`config.mk`:
```
export PLATFORM = sky130hd
export DESIGN_NAME = fifo_flag_ctrl
export DESIGN_NICKNAME = d
export VERILOG_FILES = /design/src/rtl/fifo_flag_ctrl.sv
export SDC_FILE = /design/constraint.sdc
export NUM_CORES = 1
export LEC_CHECK = 0
export ABC_AREA = 1
export BUFFER_PORTS_ARGS = -buffer_cell sky130_fd_sc_hd__buf_2
export CAP_MARGIN = 20
export CORE_MARGIN = 8
export CORE_UTILIZATION = 55
export DETAILED_ROUTE_END_ITERATION = 6
export HOLD_SLACK_MARGIN = 0.08
export PLACE_DENSITY_LB_ADDON = 0.1
export SYNTH_ARGS = -nofsm -noshare
export SYNTH_HDL_FRONTEND = slang
export SYNTH_SLANG_ARGS = --single-unit
export TNS_END_PERCENT = 50
```
`constraint.sdc`:
```
create_clock -name i_clk -period 5.33 [get_ports i_clk]
set_clock_uncertainty 0.2 [all_clocks]
set_input_delay 0.7995 -clock i_clk [delete_from_list [all_inputs] [get_ports i_clk]]
set_output_delay 0.7995 -clock i_clk [all_outputs]
set_load 0.01 [all_outputs]
```
`src/rtl/fifo_flag_ctrl.sv`:
```
// FIFO pointer and status-flag controller.
// Keeps write/read pointers with a wrap bit, a registered fill level, and the
// full/empty/almost flags and sticky overflow/underflow errors for an external
// 2^ADDR_WIDTH-entry memory.

module fifo_flag_ctrl #(
    parameter int ADDR_WIDTH = 5,
    parameter int AF_THRESH  = 28,
    parameter int AE_THRESH  = 4
) (
    input  logic                  i_clk,
    input  logic                  i_rst_n,
    input  logic                  i_wr_en,
    input  logic                  i_rd_en,
    input  logic                  i_clr,
    input  logic                  i_err_clr,
    output logic [ADDR_WIDTH:0]   o_wr_address,
    output logic [ADDR_WIDTH:0]   o_rd_address,
    output logic                  o_mem_wr_en,
    output logic                  o_mem_rd_en,
    output logic                  o_Full_Flag,
    output logic                  o_Empty_Flag,
    output logic                  o_Almost_Full,
    output logic                  o_Almost_Empty,
    output logic [ADDR_WIDTH:0]   o_level,
    output logic                  o_overflow,
    output logic                  o_underflow
);

    localparam int Depth = 1 << ADDR_WIDTH;

    localparam logic [ADDR_WIDTH:0] AfLevel = (ADDR_WIDTH + 1)'(AF_THRESH);
    localparam logic [ADDR_WIDTH:0] AeLevel = (ADDR_WIDTH + 1)'(AE_THRESH);
    localparam logic [ADDR_WIDTH:0] PtrOne  = (ADDR_WIDTH + 1)'(1);

    // Thresholds must be ordered and fit inside the memory depth.
    if (ADDR_WIDTH < 1 || AE_THRESH < 0 || AE_THRESH >= AF_THRESH || AF_THRESH > Depth)
    begin : g_param_check
        $fatal(1, "fifo_flag_ctrl: need ADDR_WIDTH>=1 and 0 <= AE_THRESH < AF_THRESH <= DEPTH");
    end

    logic [ADDR_WIDTH:0] r_wr_ptr, w_wr_ptr_d;
    logic [ADDR_WIDTH:0] r_rd_ptr, w_rd_ptr_d;
    logic [ADDR_WIDTH:0] r_level,  w_level_d;
    logic                r_ovf,    w_ovf_d;
    logic                r_unf,    w_unf_d;

    logic w_full;
    logic w_empty;
    logic w_wr_acc;
    logic w_rd_acc;
    logic w_ovf_set;
    logic w_unf_set;

    // Status flags and accept strobes; flags use registered pointers only.
    always_comb begin
        w_full  = (r_wr_ptr[ADDR_WIDTH] != r_rd_ptr[ADDR_WIDTH]) &&
                  (r_wr_ptr[ADDR_WIDTH-1:0] == r_rd_ptr[ADDR_WIDTH-1:0]);
        w_empty = (r_wr_ptr == r_rd_ptr);
        // Reset gates the strobes so no memory access is issued while held in reset.
        w_wr_acc  = i_rst_n & i_wr_en & ~w_full  & ~i_clr;
        w_rd_acc  = i_rst_n & i_rd_en & ~w_empty & ~i_clr;
        w_ovf_set = i_wr_en & w_full  & ~i_clr;
        w_unf_set = i_rd_en & w_empty & ~i_clr;
    end

    // Next-state for pointers, level and sticky errors.
    always_comb begin
        w_wr_ptr_d = r_wr_ptr;
        w_rd_ptr_d = r_rd_ptr;
        w_level_d  = r_level;
        w_ovf_d    = r_ovf;
        w_unf_d    = r_unf;

        if (i_clr) begin
            w_wr_ptr_d = '0;
            w_rd_ptr_d = '0;
            w_level_d  = '0;
        end else begin
            if (w_wr_acc) w_wr_ptr_d = r_wr_ptr + PtrOne;
            if (w_rd_acc) w_rd_ptr_d = r_rd_ptr + PtrOne;
            unique case ({w_wr_acc, w_rd_acc})
                2'b10:   w_level_d = r_level + PtrOne;
                2'b01:   w_level_d = r_level - PtrOne;
                default: w_level_d = r_level;
            endcase
        end

        // A new error in the same cycle as a clear request must survive.
        if (w_ovf_set)      w_ovf_d = 1'b1;
        else if (i_err_clr) w_ovf_d = 1'b0;
        if (w_unf_set)      w_unf_d = 1'b1;
        else if (i_err_clr) w_unf_d = 1'b0;
    end

    // State registers with asynchronous clear.
    always_ff @(posedge i_clk or negedge i_rst_n) begin
        if (!i_rst_n) begin
            r_wr_ptr <= '0;
            r_rd_ptr <= '0;
            r_level  <= '0;
            r_ovf    <= 1'b0;
            r_unf    <= 1'b0;
        end else begin
            r_wr_ptr <= w_wr_ptr_d;
            r_rd_ptr <= w_rd_ptr_d;
            r_level  <= w_level_d;
            r_ovf    <= w_ovf_d;
            r_unf    <= w_unf_d;
        end
    end

    // Output mapping.
    always_comb begin
        o_wr_address   = r_wr_ptr;
        o_rd_address   = r_rd_ptr;
        o_mem_wr_en    = w_wr_acc;
        o_mem_rd_en    = w_rd_acc;
        o_Full_Flag    = w_full;
        o_Empty_Flag   = w_empty;
        o_Almost_Full  = (r_level >= AfLevel);
        o_Almost_Empty = (r_level <= AeLevel);
        o_level        = r_level;
        o_overflow     = r_ovf;
        o_underflow    = r_unf;
    end

endmodule

```
Word level (Yosys, flattened, before mapping) --
Cells that the tools add are included. W data, S select, Z words.
Storage, ports and cells: input port bits 6, flip-flop bits (word level) 20, output and inout bits 26
Cells by class: reduce and logical (&&, ||, !) cells 6, muxes and demuxes 9, $lt $le $gt $ge 2, bitwise operators 13, equal/unequal tests 5, add/sub/neg operators 4
Operator list (number):
- $mux W6 | 5
- $add A6 B1 Y6 const B | 3
- $pmux W6 S2 | 1
- $and A1 B1 Y1 | 10
- $reduce_bool A2 Y1 | 4
- $eq A6 B6 Y1 | 1
- $ge A6 B5 Y1 const B | 1
- $le A6 B3 Y1 const B | 1
- $sub A6 B1 Y6 const B | 1
- $eq A5 B5 Y1 | 1
- $mux W1 | 3
- $not A1 Y1 | 3
- $reduce_bool A3 Y1 | 1
- $eq A2 B1 Y1 const B | 1
- $eq A2 B2 Y1 const B | 1
- $logic_and A1 B1 Y1 | 1
- $ne A1 B1 Y1 | 1

Longest topological paths before layout --
Gate-level depths: netlist (run 1).
depth after elaboration 8, mapped depth 21

Least setup slack after synthesis (run 1) --
Ideal clock, no wire load.
path type input to register, from input port i_rd_en, to register r_level[5] (netlist: o_level[5]), data arrival time 2.301 ns, path buffers 0, slack 2.764 ns, stages 18, cell sequence nand2_1 > inv_1 > nand2_4 > nor2_8 > nand2_4 > inv_1 > ha_1 > nand2_1 > nand2_1 > nand2_1 > nand3_1 > nand2_1 > nand2_1 > inv_1 > nand3_1 > nand2_1 > nand3_1 > nand2_1
Between the ends: longest elaborated chain between the ends 6, elaborated cells between the ends (all ways) 8, classes of those cells eq/ne: 2; mux: 2; bitwise: 3; reduce/logical: 1
Ends and longest elaborated chain:
- start: declaration | RTL line 14 | input logic i_rd_en,
- $and A1 B1 Y1 (*) (3 in a row) | RTL line 62 | w_rd_acc = i_rst_n & i_rd_en & ~w_empty & ~i_clr;
- named net o_mem_rd_en | RTL line 20 | output logic o_mem_rd_en,
- $eq A2 B1 Y1 / $eq A2 B2 Y1 (equally long branches) | RTL line 82 | unique case ({w_wr_acc, w_rd_acc})
- $pmux W6 S2 | RTL line 82
- $mux W6 | RTL line 75 | if (i_clr) begin
- end signal: assignment | RTL line 107 | r_level <= w_level_d;
- end: declaration | RTL line 44 | logic [ADDR_WIDTH:0] r_level, w_level_d;
The timed path passes the listed nets; every way through them passes the cells marked *. A chain may end at the register's enable or synchronous reset.

Final worst setup path (run 1) --
from input port i_rst_n, to output port o_mem_wr_en
Between the ends: longest elaborated chain between the ends 3
Ends and longest elaborated chain:
- start: declaration | RTL line 12 | input logic i_rst_n,
- $and A1 B1 Y1 (3 in a row) | RTL line 61 | w_wr_acc = i_rst_n & i_wr_en & ~w_full & ~i_clr;
- end: declaration | RTL line 19 | output logic o_mem_wr_en,
Every way passes these cells.

==> results of run 1 <==
[path summary, 6_finish.rpt]
check,endpoint,slack (ns)
min in group i_clk,o_overflow,0.36
worst max-delay path,o_mem_wr_en,2.37
worst min register to register,o_overflow,0.36
worst min-delay path,o_wr_address[0],0.23
max in group asynchronous,o_level[0],4.36
worst max register to register,o_level[5],2.57
[per-stage QoR]
stage / util, % / total power, mW
final: 66.9 / 0.378
after global routing: 66.9 / 0.398
after CTS: 66.9 / 0.380
after detailed placement: 64.7 / 0.254
after global placement: 64.7 / 0.253
after floorplan: - / 0.222
[report_power, final]
| part | total (mW) | internal, mW | switching [mW] | leakage, nW |
|---|---|---|---|---|
| registers | 0.175 | 0.160 | 0.0149 | 0.274 |
| logic | 0.0764 | 0.0279 | 0.0484 | 0.655 |
| clock network | 0.127 | 0.0761 | 0.0509 | 0.0279 |
[cells in the final DEF, fill, tap and decap left out, drive strengths merged]
cell type	count
nand2	71
buf	31
inv	28
dfrtp	20
nor2	17
nand3	14
o21ai	12
ha	6
nor3	4
xor2	4
a21oi	3
clkbuf	3
nand4	3
o21a	1
nor4	1
clkinv	1
o22ai	1
a31oi	1
fa	1
bufinv	1
[cell families after synthesis]
logic type | count (synthesis) | synth area share [%]
adders and majority gates | 7 | 6.87
xor gates and xnor gates | 4 | 2.53
and+or+nand+nor | 110 | 39.1
buffers and inverters | 30 | 8.49
AOI/OAI and AO/OA | 18 | 6.87
DFF | 20 | 36.1
[area by class of cell]
cell class | instances | area, µm²
timing repair buffer | 31 | 155
multi-input combinational | 139 | 767
inverter | 29 | 114
clock buffer | 3 | 22.5
tap | 30 | 37.5
clock inverter | 1 | 30.0
sequential | 20 | 500
fill | 224 | 806
[registers in the layout, indices dropped and copies added, names as in the netlist]
name	cells
o_level	6
o_overflow	1
o_rd_address	6
o_underflow	1
o_wr_address	6
[routing by layer]
metal	GRT usage, %	wire [µm]
met4	6.67	40
met2	30.6	1780
met3	3.05	197
met1	18.3	1450
met5	0	0
==> results.txt, run 1 <==
The flow ran to the end, and the final reports show no timing, DRC or antenna violations. The number of nets in the synthesized netlist is 202. The clock net sink count is 20.

The number of distinct standard cells referenced by the synthesized netlist is 25. Data arrives at the worst endpoint at 1.96 ns. In the post-synthesis netlist, the biggest area contributors are sky130_fd_sc_hd__dfrtp_1 (36%), sky130_fd_sc_hd__nand2_1 (17%), sky130_fd_sc_hd__inv_1 (6.2%). The worst register-to-register path begins at o_wr_address[0]. The flip-flop and latch count after synthesis is 20. The number of DRC markers after the initial detailed-route iteration came out at 63. The root buffer cell is sky130_fd_sc_hd__clkbuf_4. Dividing the detail-routed wire length by the instance count gives 13.7 µm. The number of vias after detailed routing is 1332. The tightest min-delay check is of the input port to asynchronous set/reset pin type. Across all setup checks in the final design, the least slack found is 2.37 ns.

The TritonCTS clock tree is done. After technology mapping, the gate count stands at 189. For this design, the slowest cell found on the critical path is sky130_fd_sc_hd__buf_2. Setup repair after global routing left no endpoint under its margin. Traced cell by cell, the critical path runs through buf_2 -> nand2_1 -> inv_1 -> nand2_4 -> nor2_1 -> buf_2. The initial standard-cell utilization of the core came out at 56.9%.

The post-route antenna net violation count came out at 0. The top achievable clock speed is 338 MHz. By instance count, the leading cell after synthesis is sky130_fd_sc_hd__nand2_1. The number of detailed-routing iterations run before antenna repair is 4. The fraction of the yosys area taken by sequential cells came out at 36.1%. In this run, post-CTS hold repair placed 0 buffers. Each instance of the synthesized netlist takes up on average 7.33 µm². The clock insertion delay at the later pin of the skew report came out at 0.31 ns. The number of buffer and inverter instances along the worst setup path came out at 3.

The number of antenna violations at the first check in global routing came to 0. The relative area change from synthesis to final layout came out at 17.4%. The number of cells on the worst reg-to-reg path is 21. The leakage power total came out at 0.957 nW. The number of maximum-capacitance violations came out at 0. The weighted congestion reported at the end of routability-driven placement is 0.841. The number of clock buffers inserted by TritonCTS came out at 3. Leaving out filler cells and counting taps, the final layout contains 253. On the critical path the largest part of the delay comes from buffers and inverters.

The post-route fraction of the period consumed by the critical path is 55.5%. In the global route stage, overall resource usage came out at 16.7%. The total overflow left after global routing is 0. Summing all placed instances gives a cell area of 1570 µm². The wire length of the first global-routing pass is 5.80 mm. The number of input and output port buffers inserted is 31. The H-tree level count came out at 1. The cell taking the most area after synthesis is sky130_fd_sc_hd__dfrtp_1. The row count is 18. The count of antenna diodes in the layout came out at 0. The I/O pin total came out at 32. Once layout is done, the placed cells without fillers occupy 1630 µm². The total count of max-transition violations in the final report is 0.

The die outline height came out at 66.2 µm. The number of setup buffers added after CTS is 0. By count the netlist is led by sky130_fd_sc_hd__nand2_1 (63), sky130_fd_sc_hd__inv_1 (23), sky130_fd_sc_hd__dfrtp_1 (20), sky130_fd_sc_hd__nor2_1 (14), sky130_fd_sc_hd__nand3_1 (13). In this run, synthesis inferred 0 flip-flops with an integrated enable. Counting flops with an async set or reset pin after synthesis yields a share of 100%. The critical path crosses 6 cells after its start point. After routing, the total negative slack on setup checks comes to 0 ns. The half-perimeter wire length of the detailed placement result came out at 2.65 mm. The endpoint required time on the critical path came out at 4.33 ns. Yosys printed 0 warnings. The number of global-route vias before repair is 1345. The number of nets in the layout is 237. The worst supply voltage drop on vdd is 0.000197 V. The worst path needs 2.96 ns of the cycle, external delays included. The setup violation total in the final timing report came out at 0. The relative slew slack came out at 66.4%. The number of gates resized after CTS is 0. The die footprint is 4380 µm².

On the worst path, the slowest cell contributes a delay of 0.41 ns. The kind of start point of the critical path is an input port. The worst setup path is captured at a primary output. The maximum number of pins on one net before global-route repair is 23.

The area of the core is 2430 µm². The power density over cell area came out at 233 nW/µm². The die is 66.2 µm wide. The launch point of the critical path is i_rst_n.

OpenSTA, run right after detailed placement, puts the worst setup slack at 2.07 ns. The critical path class is input port to primary output. The tightest hold path in the finished design has a slack of 0.231 ns. The CTS clock-pin slew for the worst setup and hold paths came out at 0.12 ns. The top fanout value on the critical path came out at 22. The sum of routed wire length over all layers is 3.46 mm. In the final layout, the share of cells above drive strength 1 is 24.2%. Once placement completed, the tool counted placed cells totaling 249. The mean number of vias per cell came out at 5.26. The most numerous cell type found on the critical path is sky130_fd_sc_hd__buf_2.

In the synthesized netlist the dominant register cell turns out to be sky130_fd_sc_hd__dfrtp_1. The total standard cell area after synthesis is 1390 µm². The DRC violation count after routing came out at 0. The longest clock path from root to sink contains 2 buffers. The area share of the largest cell type after synthesis came out at 36.1%. The final hold violation count came out at 0. At the pin with the least slew margin, the transition time is 0.504 ns.
No activity file was read; power rests on OpenSTA's default activity.
==> run 2: changes to the inputs <==
Settings changed: CORE_UTILIZATION 55 to 53.
Clock period 5.33 ns to 3 ns, I/O delays scaled along.
==> run 2 against run 1 <==
Against the previous run: cell count is 3.6% higher; hold slack got worse by 0.090 ns; critical endpoint is now o_level[5]; register-to-register slack got worse by 2.4 ns; setup slack worse by 2.2 ns; combinational power rose by 110%; clock-buffer cell count unchanged; first-iteration DRC count is 1.6% higher; design area up 7.4%; non-clock buffer count rose by 10.
==> results.txt, run 2 (synthesis results as in run 1) <==
The flow ran to the end, and the final reports show no timing, DRC or antenna violations. The post-route antenna net violation count is 0 (unchanged). Leaving out fill and tap cells, the most frequent cell in the layout is sky130_fd_sc_hd__nand2_1. The number of detailed-routing iterations run before antenna repair is 4 (unchanged).

The H-tree level count came to 1 (unchanged). Clock tree synthesis selected as its root buffer the cell sky130_fd_sc_hd__clkbuf_4. The global router's overall resource usage was 17.4% (+0.67 points).

For hold timing, the worst endpoint is o_overflow. The count of antenna diodes in the layout is 0 (unchanged). The number of vias after detailed routing is 1407 (+5.6%). The power density over cell area was 346 nW/µm² (+49%). The number of buffers on the longest clock path came out at 2 (unchanged). The worst setup path is captured at a register.

The area of the core is 2480 µm² (+1.9%). The final core utilization came out at 70.5% (+3.6 points). STA classifies the critical path startpoint as an input port. Relative to the synthesized area, the layout overhead comes to 26.1%. The final design instance area without fill came out at 1750 µm² (+7.4%).

The mean number of vias per cell came out at 5.37 (+2.0%). The power after layout came out at 604 µW (+60%). The leakage power total is 0.974 nW (+1.8%). The endpoint required time on the critical path is 3.00 ns (-1.33 ns). The chip width came out at 67.1 µm (+1.4%). In the layout the commonest cells are sky130_fd_sc_hd__nand2_1 (63), sky130_fd_sc_hd__buf_2 (30), sky130_fd_sc_hd__inv_1 (22). The capture point of the worst reg-to-reg path is o_level[5].

In this run the critical register-to-register path is launched from o_rd_address[2]. The critical path data arrival time is 2.84 ns (+0.88 ns). The number of clock buffers inserted by TritonCTS is 3 (unchanged). The CTS clock-pin slew for the worst setup and hold paths came out at 0.11 ns (about the same). The routed length per instance is 14.9 µm (+8.7%). The row count came out at 18 (unchanged). The sum of routed wire length over all layers is 3.90 mm (+13%).

The number of input and output port buffers inserted came to 31 (unchanged). In this run the most critical hold path is launched from i_err_clr. The weighted congestion reported at the end of routability-driven placement came out at 0.916 (+8.9%). The share of cells above drive strength 1 came to 30.2% (+6.0 points). The post-route worst setup slack is 0.163 ns (-2.21 ns). The final hold violation count came out at 0 (unchanged).

The I/O pin total came out at 32 (unchanged). The time the final worst path needs with I/O delays and setup is 2.84 ns. The number of nets in the layout is 247 (+4.2%). The worst setup path is of the input port to register kind. The number of antenna violations at the first check in global routing is 0 (unchanged). After layout, the worst path uses 94.6% of the clock period. The clock insertion delay at the later pin of the skew report is 0.30 ns (about the same). The internal reg-to-reg setup slack is 0.18 ns (-2.39 ns). The DRC violation count after routing came to 0 (unchanged). The number of cells on the worst hold path came out at 2. The maximum number of pins on one net before global-route repair is 16 (-30%). The number of maximum-capacitance violations is 0 (unchanged).

The die footprint was 4510 µm² (+2.9%). The top fanout value on the critical path is 8 (-64%). The clock net sink count came out at 20 (unchanged). The die outline height came out at 67.1 µm (+1.4%). The aggregate negative setup slack came out at 0 ns (unchanged).

The relative slew slack came to 64.8% (-1.6 points). The total global routing overflow came out at 0 (unchanged). The half-perimeter wire length of the detailed placement result is 2.95 mm (+11%). The post-placement worst setup slack is 0.233 ns (-1.84 ns). The placed instance area came out at 1580 µm² (+0.48%). The wire length of the first global-routing pass came out at 6.12 mm (+5.6%). The worst hold path class is input port to register.

The slew of the pin with the lowest slew margin was 0.527 ns (+0.0232 ns). The worst supply voltage drop on vdd is 0.000271 V (+37%). The setup violation total in the final timing report was 0 (unchanged). The number of DRC markers after the initial detailed-route iteration came out at 64 (+1.6%). The total count of max-transition violations in the final report was 0 (unchanged).

The number of global-route vias before repair is 1405 (+4.5%). The initial standard-cell utilization of the core is 55.9% (-1.0 points). The top achievable clock speed came out at 353 MHz. The TritonCTS clock tree is done. The count of cells along the worst register-to-register path came out at 21 (unchanged).
## run 2: cell types whose count changed in the layout (fill, tap and decap cells not counted), moves of 2 or more
| cell | previous run | this run |
|---|---|---|
| sky130_fd_sc_hd__dfrtp_1 | 20 | 18 |
| sky130_fd_sc_hd__ha_1 | 6 | 2 |
| sky130_fd_sc_hd__buf_4 | 0 | 9 |
| sky130_fd_sc_hd__dfrtp_2 | 0 | 2 |
| sky130_fd_sc_hd__ha_4 | 0 | 4 |
## run 2: worst max-delay path: stages
cell and delay (ns):
sky130_fd_sc_hd__dlygate4sd3_1 0.56, sky130_fd_sc_hd__buf_6 0.15, sky130_fd_sc_hd__nand2_1 0.06, sky130_fd_sc_hd__inv_1 0.07
sky130_fd_sc_hd__nand2_4 0.09, sky130_fd_sc_hd__nor2_8 0.05, sky130_fd_sc_hd__nand2_4 0.09, sky130_fd_sc_hd__clkinvlp_4 0.22
sky130_fd_sc_hd__ha_4 0.35, sky130_fd_sc_hd__nand2_1 0.07, sky130_fd_sc_hd__nor2_1 0.10, sky130_fd_sc_hd__nand2_1 0.08
sky130_fd_sc_hd__nand3_1 0.08, sky130_fd_sc_hd__nand2_1 0.06, sky130_fd_sc_hd__nand2_1 0.08, sky130_fd_sc_hd__inv_1 0.05
sky130_fd_sc_hd__nand3_1 0.07, sky130_fd_sc_hd__nand2_1 0.05, sky130_fd_sc_hd__nand3_1 0.06, sky130_fd_sc_hd__nand2_1 0.05
## run 2: timing repair
| item | 4_1_cts | 5_1_grt |
|---|---|---|
| hold buffers | 1 | 0 |
| resized for setup | 0 | 13 |
| setup buffers | 0 | 8 |
| endpoints found under the hold margin | 20 | 0 |
| endpoints found under the setup margin | 0 | 2 |
## run 2: metrics by stage
stage	hold slack, ns	instances
after detailed placement	0.0973	250
after global placement	0.0945	250
after CTS	0.140	254
after global routing	0.142	262
after floorplan	-0.0456	189
final	0.142	262
## run 2: cell type report
cell class	count	area [µm²]
clock buffer	3	22.5
sequential	20	503
tap	30	37.5
timing repair buffer	41	239
fill	222	731
inverter	29	118
multi-input combinational	139	827
## run 2: worst max path at each step
stage                               start  slack, ns          to
after floorplan           o_rd_address[2]       0.49  o_level[5]
after global placement    o_rd_address[2]       0.38  o_level[5]
after detailed placement  o_rd_address[2]       0.23  o_level[5]
after CTS                         i_rst_n        0.1  o_level[5]
after global routing              i_rst_n      -0.05  o_level[5]
final                             i_rst_n       0.16  o_level[5]
## run 2: routing by layer
layer	up-vias	GRT usage [%]	wire length [µm]
li1	679	-	-
met1	677	17.8	1430
met2	42	33.3	2200
met3	9	2.52	180
met4	0	8.36	89
met5	-	0	0
## run 2: report_power, final
part	internal, mW	switching (mW)
combinational	0.0683	0.0938
clock	0.0468	0.0822
sequential	0.284	0.0281
total	0.400	0.204
==> run 3: changes to the inputs <==
Settings changed: ABC_AREA 1 to not set, CORE_UTILIZATION 53 to 54, GPL_ROUTABILITY_DRIVEN set to 0, RECOVER_POWER set to 25.
==> run 3 against run 2 <==
Against the previous run: design area is 12% higher; combinational power rose by 14%; utilization increased by 2.8 points; flip-flop and latch count stayed put; register-to-register slack got worse by 0.07 ns; maximum frequency fell by 1.9%; synthesized cell count decreased by 18%; synthesized area up 5.3%; critical path depth is 10 lower; largest cell class unchanged; first-iteration DRC count up 130%.
==> results.txt, run 3 <==
In this run the critical register-to-register path is captured at o_level[5]. The proportion of synthesized flip-flops having asynchronous set or reset came out at 100% (unchanged). The CTS clock-pin slew for the worst setup and hold paths came out at 0.13 ns (+0.02 ns). The cell count after synthesis is 155 (-18%). The post-route worst setup slack came to 0.109 ns (-0.0541 ns). The power density over cell area came out at 364 nW/µm² (+5.4%).

The clock net sink count is 20 (unchanged). The flip-flop and latch count after synthesis came out at 20 (unchanged). The worst setup path is of the register to register kind.

Among all stages on the critical path, the largest delay is contributed by sky130_fd_sc_hd__dfrtp_2. The number of flops mapped to enable cells by yosys is 0 (unchanged). The number of input and output port buffers inserted is 31 (unchanged). The number of distinct standard cells referenced by the synthesized netlist is 50 (+100%). The post-placement worst setup slack is 0.0882 ns (-0.145 ns).

The die footprint came to 4620 µm² (+2.6%). The area of the multi-input gates is 1030 µm² (+25%). Ranked by instance count, the synthesized netlist is headed by sky130_fd_sc_hd__dfrtp_1 (20), sky130_fd_sc_hd__a21oi_1 (13), sky130_fd_sc_hd__nor2_1 (11), sky130_fd_sc_hd__xnor2_1 (11). The number of cells on the worst hold path is 2 (unchanged). The worst register-to-register path begins at o_wr_address[5].

The delay contributed by the slowest stage of the critical path is 0.48 ns (-0.08 ns). The mean cell area of the mapped netlist came to 9.41 µm² (+28%). The worst hold slack across all endpoints came out at 0.221 ns (+0.0800 ns). The wire length of the first global-routing pass is 6.75 mm (+10%). The leakage power total came out at 0.861 nW (-12%).

TritonCTS built the clock tree. The number of nets in the layout is 216 (-13%). For hold timing, the worst endpoint is o_underflow.

The area share of the largest cell type after synthesis was 34.3% (-1.8 points). The final core utilization is 73.3% (+2.8 points). The startpoint identified for the worst hold timing path is i_rd_en. The aggregate negative setup slack came out at 0 ns (unchanged). In the layout the commonest cells are sky130_fd_sc_hd__buf_2 (30), sky130_fd_sc_hd__buf_4 (18), sky130_fd_sc_hd__a21oi_1 (12), sky130_fd_sc_hd__dfrtp_1 (12), sky130_fd_sc_hd__nor2_1 (11). The synthesis warning total is 0 (unchanged). The I/O pin total is 32 (unchanged). The cell taking the most area after synthesis is sky130_fd_sc_hd__dfrtp_1.

The area of the core came to 2660 µm² (+7.5%). The post-route antenna net violation count came to 0 (unchanged). The met2 track utilization from global routing is 26.8% (-6.5 points). The number of nets in the synthesized netlist is 168 (-17%). The number of global-route vias before repair is 1346 (-4.2%).

The worst supply voltage drop on vdd was 0.000346 V (+28%). The library cell used most frequently in the layout, excluding fill and tap cells, is sky130_fd_sc_hd__buf_2. The slew of the pin with the lowest slew margin came out at 0.850 ns (+0.323 ns). The root buffer cell is sky130_fd_sc_hd__clkbuf_4.

The endpoint required time on the critical path came out at 3.04 ns (+0.04 ns). The chip width came out at 68.0 µm (+1.3%). The signal on the critical path passes through xor2_2 -> nor3_4 -> nand2b_4 -> nor3_4 -> ha_4 -> a211oi_2 -> or4b_4 -> o2111ai_2 -> a2111o_1 -> a21oi_1. The number of detailed-routing iterations run before antenna repair is 4 (unchanged). The post-route fraction of the period consumed by the critical path was 96.4% (+1.8 points). The global-route track usage on met3 was 3.44% (+0.92 points). The number of fillers in the final layout is 203 (-8.6%). The number of buffers on the longest clock path is 2 (unchanged).

The total count of max-transition violations in the final report came out at 0 (unchanged). The setup violation total in the final timing report came to 0 (unchanged). The total global routing overflow came out at 0 (unchanged).

The area growth from synthesis to layout is 33.8%. By instance count, the cell type seen most on the critical path is sky130_fd_sc_hd__nor3_4. The sum of routed wire length over all layers is 4.22 mm (+8.3%). The internal reg-to-reg setup slack came to 0.11 ns (-0.07 ns).

The global router's overall resource usage is 18.8% (+1.4 points). The layer flagged by global routing as most heavily used is met1. The DRC violation count after routing was 0 (unchanged). The maximum number of pins on one net before global-route repair came to 21 (+5). The row count is 19 (+1). The top fanout value on the critical path came out at 5 (-3). The half-perimeter wire length of the detailed placement result was 2.99 mm (+1.6%). The clock insertion delay at the later pin of the skew report came out at 0.31 ns (about the same).

The routed length per instance was 18.1 µm (+22%). The critical path data arrival time came out at 2.93 ns (+0.09 ns). The final hold violation count is 0 (unchanged). Yosys attributes the largest share of cell area to sky130_fd_sc_hd__dfrtp_1 (34%), sky130_fd_sc_hd__xnor2_1 (6.6%), sky130_fd_sc_hd__ha_1 (5.1%). The share of cells above drive strength 1 is 44.1% (+14 points). The kind of start point of the critical path is a register. The count of cells along the worst register-to-register path came out at 10 (-52%). In the post-synthesis netlist, the cell with the most instances is sky130_fd_sc_hd__dfrtp_1. The mean number of vias per cell came out at 6.25 (+16%). The number of vias after detailed routing was 1457 (+3.6%). The initial standard-cell utilization of the core is 54.8% (-1.1 points). The element type at the critical path end is a register. The number of DRC markers after the initial detailed-route iteration came out at 144 (+130%). The most used flip-flop cell after synthesis is sky130_fd_sc_hd__dfrtp_1.

The die outline height came out at 68.0 µm (+1.3%). The time the final worst path needs with I/O delays and setup is 2.89 ns (+0.0541 ns). The met1 routing resource usage after global routing is 28.3% (+10 points). The number of maximum-capacitance violations came out at 0 (unchanged). The worst hold path belongs to the class input port to register. The area occupied by registers is 510 µm² (+1.5%). The total standard cell area after synthesis is 1460 µm² (+5.3%). The H-tree level count came out at 1 (unchanged).

The relative slew slack came out at 43.3% (-22 points). The run finished with clean final reports. The number of clock buffers inserted by TritonCTS is 3 (unchanged). The number of antenna violations at the first check in global routing is 0 (unchanged). The count of antenna diodes in the layout is 0 (unchanged). The top achievable clock speed is 346 MHz (-1.9%).

The fraction of the yosys area taken by sequential cells came out at 34.3% (-1.8 points).
run 3: cell types whose count changed after synthesis, moves of 5 or more:
| cell | delta |
|---|---|
| sky130_fd_sc_hd__a21oi_1 | +10 |
| sky130_fd_sc_hd__nand2_1 | -58 |
| sky130_fd_sc_hd__clkbuf_1 | +5 |
| sky130_fd_sc_hd__nand3_1 | -5 |
| sky130_fd_sc_hd__inv_1 | -20 |
| sky130_fd_sc_hd__xnor2_1 | +11 |
| sky130_fd_sc_hd__inv_2 | -5 |
| sky130_fd_sc_hd__nand2_4 | -5 |
run 3: final cells by class:
cell class	count	share of cell area, %
clock buffers	3	1.15
clock inverters	1	1.54
inverters	3	0.577
multi-input cells	123	52.9
flip-flops and latches	20	26.2
well taps	31	1.99
repair buffers	52	15.7
run 3: how the worst max path moves through the flow:
stage | from | endpoint | slack, ns
4_1_cts | o_wr_address[5] | o_level[5] | 0.03
2_1_floorplan | o_rd_address[4] | o_level[5] | 0.03
3_3_place_gp | o_wr_address[3] | o_level[5] | 0.16
3_5_place_dp | o_wr_address[5] | o_level[5] | 0.09
6_report | o_wr_address[5] | o_level[5] | 0.11
5_1_grt | o_rd_address[2] | o_level[5] | -0.04
run 3: cell families after synthesis:
logic type	Yosys count	share of synthesized area, %
XOR/XNOR	16	10.6
AO/OA/AOI/OAI	50	23.8
adder cells (fa/ha/maj)	7	6.52
flip-flops	20	34.3
AND/OR/NAND/NOR	48	18.9
multiplexers	2	1.63
buffers and inverters	12	4.20
run 3: per-stage QoR:
step           instances  instance area (µm²)  power, mW
4_1_cts              226                 1790      0.698
3_3_place_gp         221                 1730      0.467
3_5_place_dp         221                 1730      0.471
6_report             233                 1950      0.711
2_1_floorplan        155                 1490      0.410
5_1_grt              233                 1950      0.741
run 3: power by group:
part	internal, mW	switching [mW]	total (mW)
Combinational	0.0833	0.101	0.185
Sequential	0.280	0.0206	0.301
Clock	0.135	0.0909	0.226
Total	0.498	0.213	0.711
run 3: critical path: cells and delay by family (launching register included):
| kind | cells | cell delay, ns |
|---|---|---|
| flip-flops | 1 | 0.48 |
| AND/OR/NAND/NOR | 4 | 0.76 |
| XOR/XNOR | 1 | 0.33 |
| adder cells (fa/ha/maj) | 1 | 0.28 |
| AO/OA/AOI/OAI | 4 | 0.78 |
run 3: what timing repair did:
item,CTS,global route
endpoints found under the hold margin,20,0
endpoints found under the setup margin,0,1
setup buffers,0,7
hold buffers,1,0
gates resized for setup,0,19
run 3: metal layers:
layer / up-vias / wire length (µm)
met5: - / 0
met1: 707 / 2000
met3: 4 / 307
met4: 0 / 31
li1: 686 / -
met2: 60 / 1880
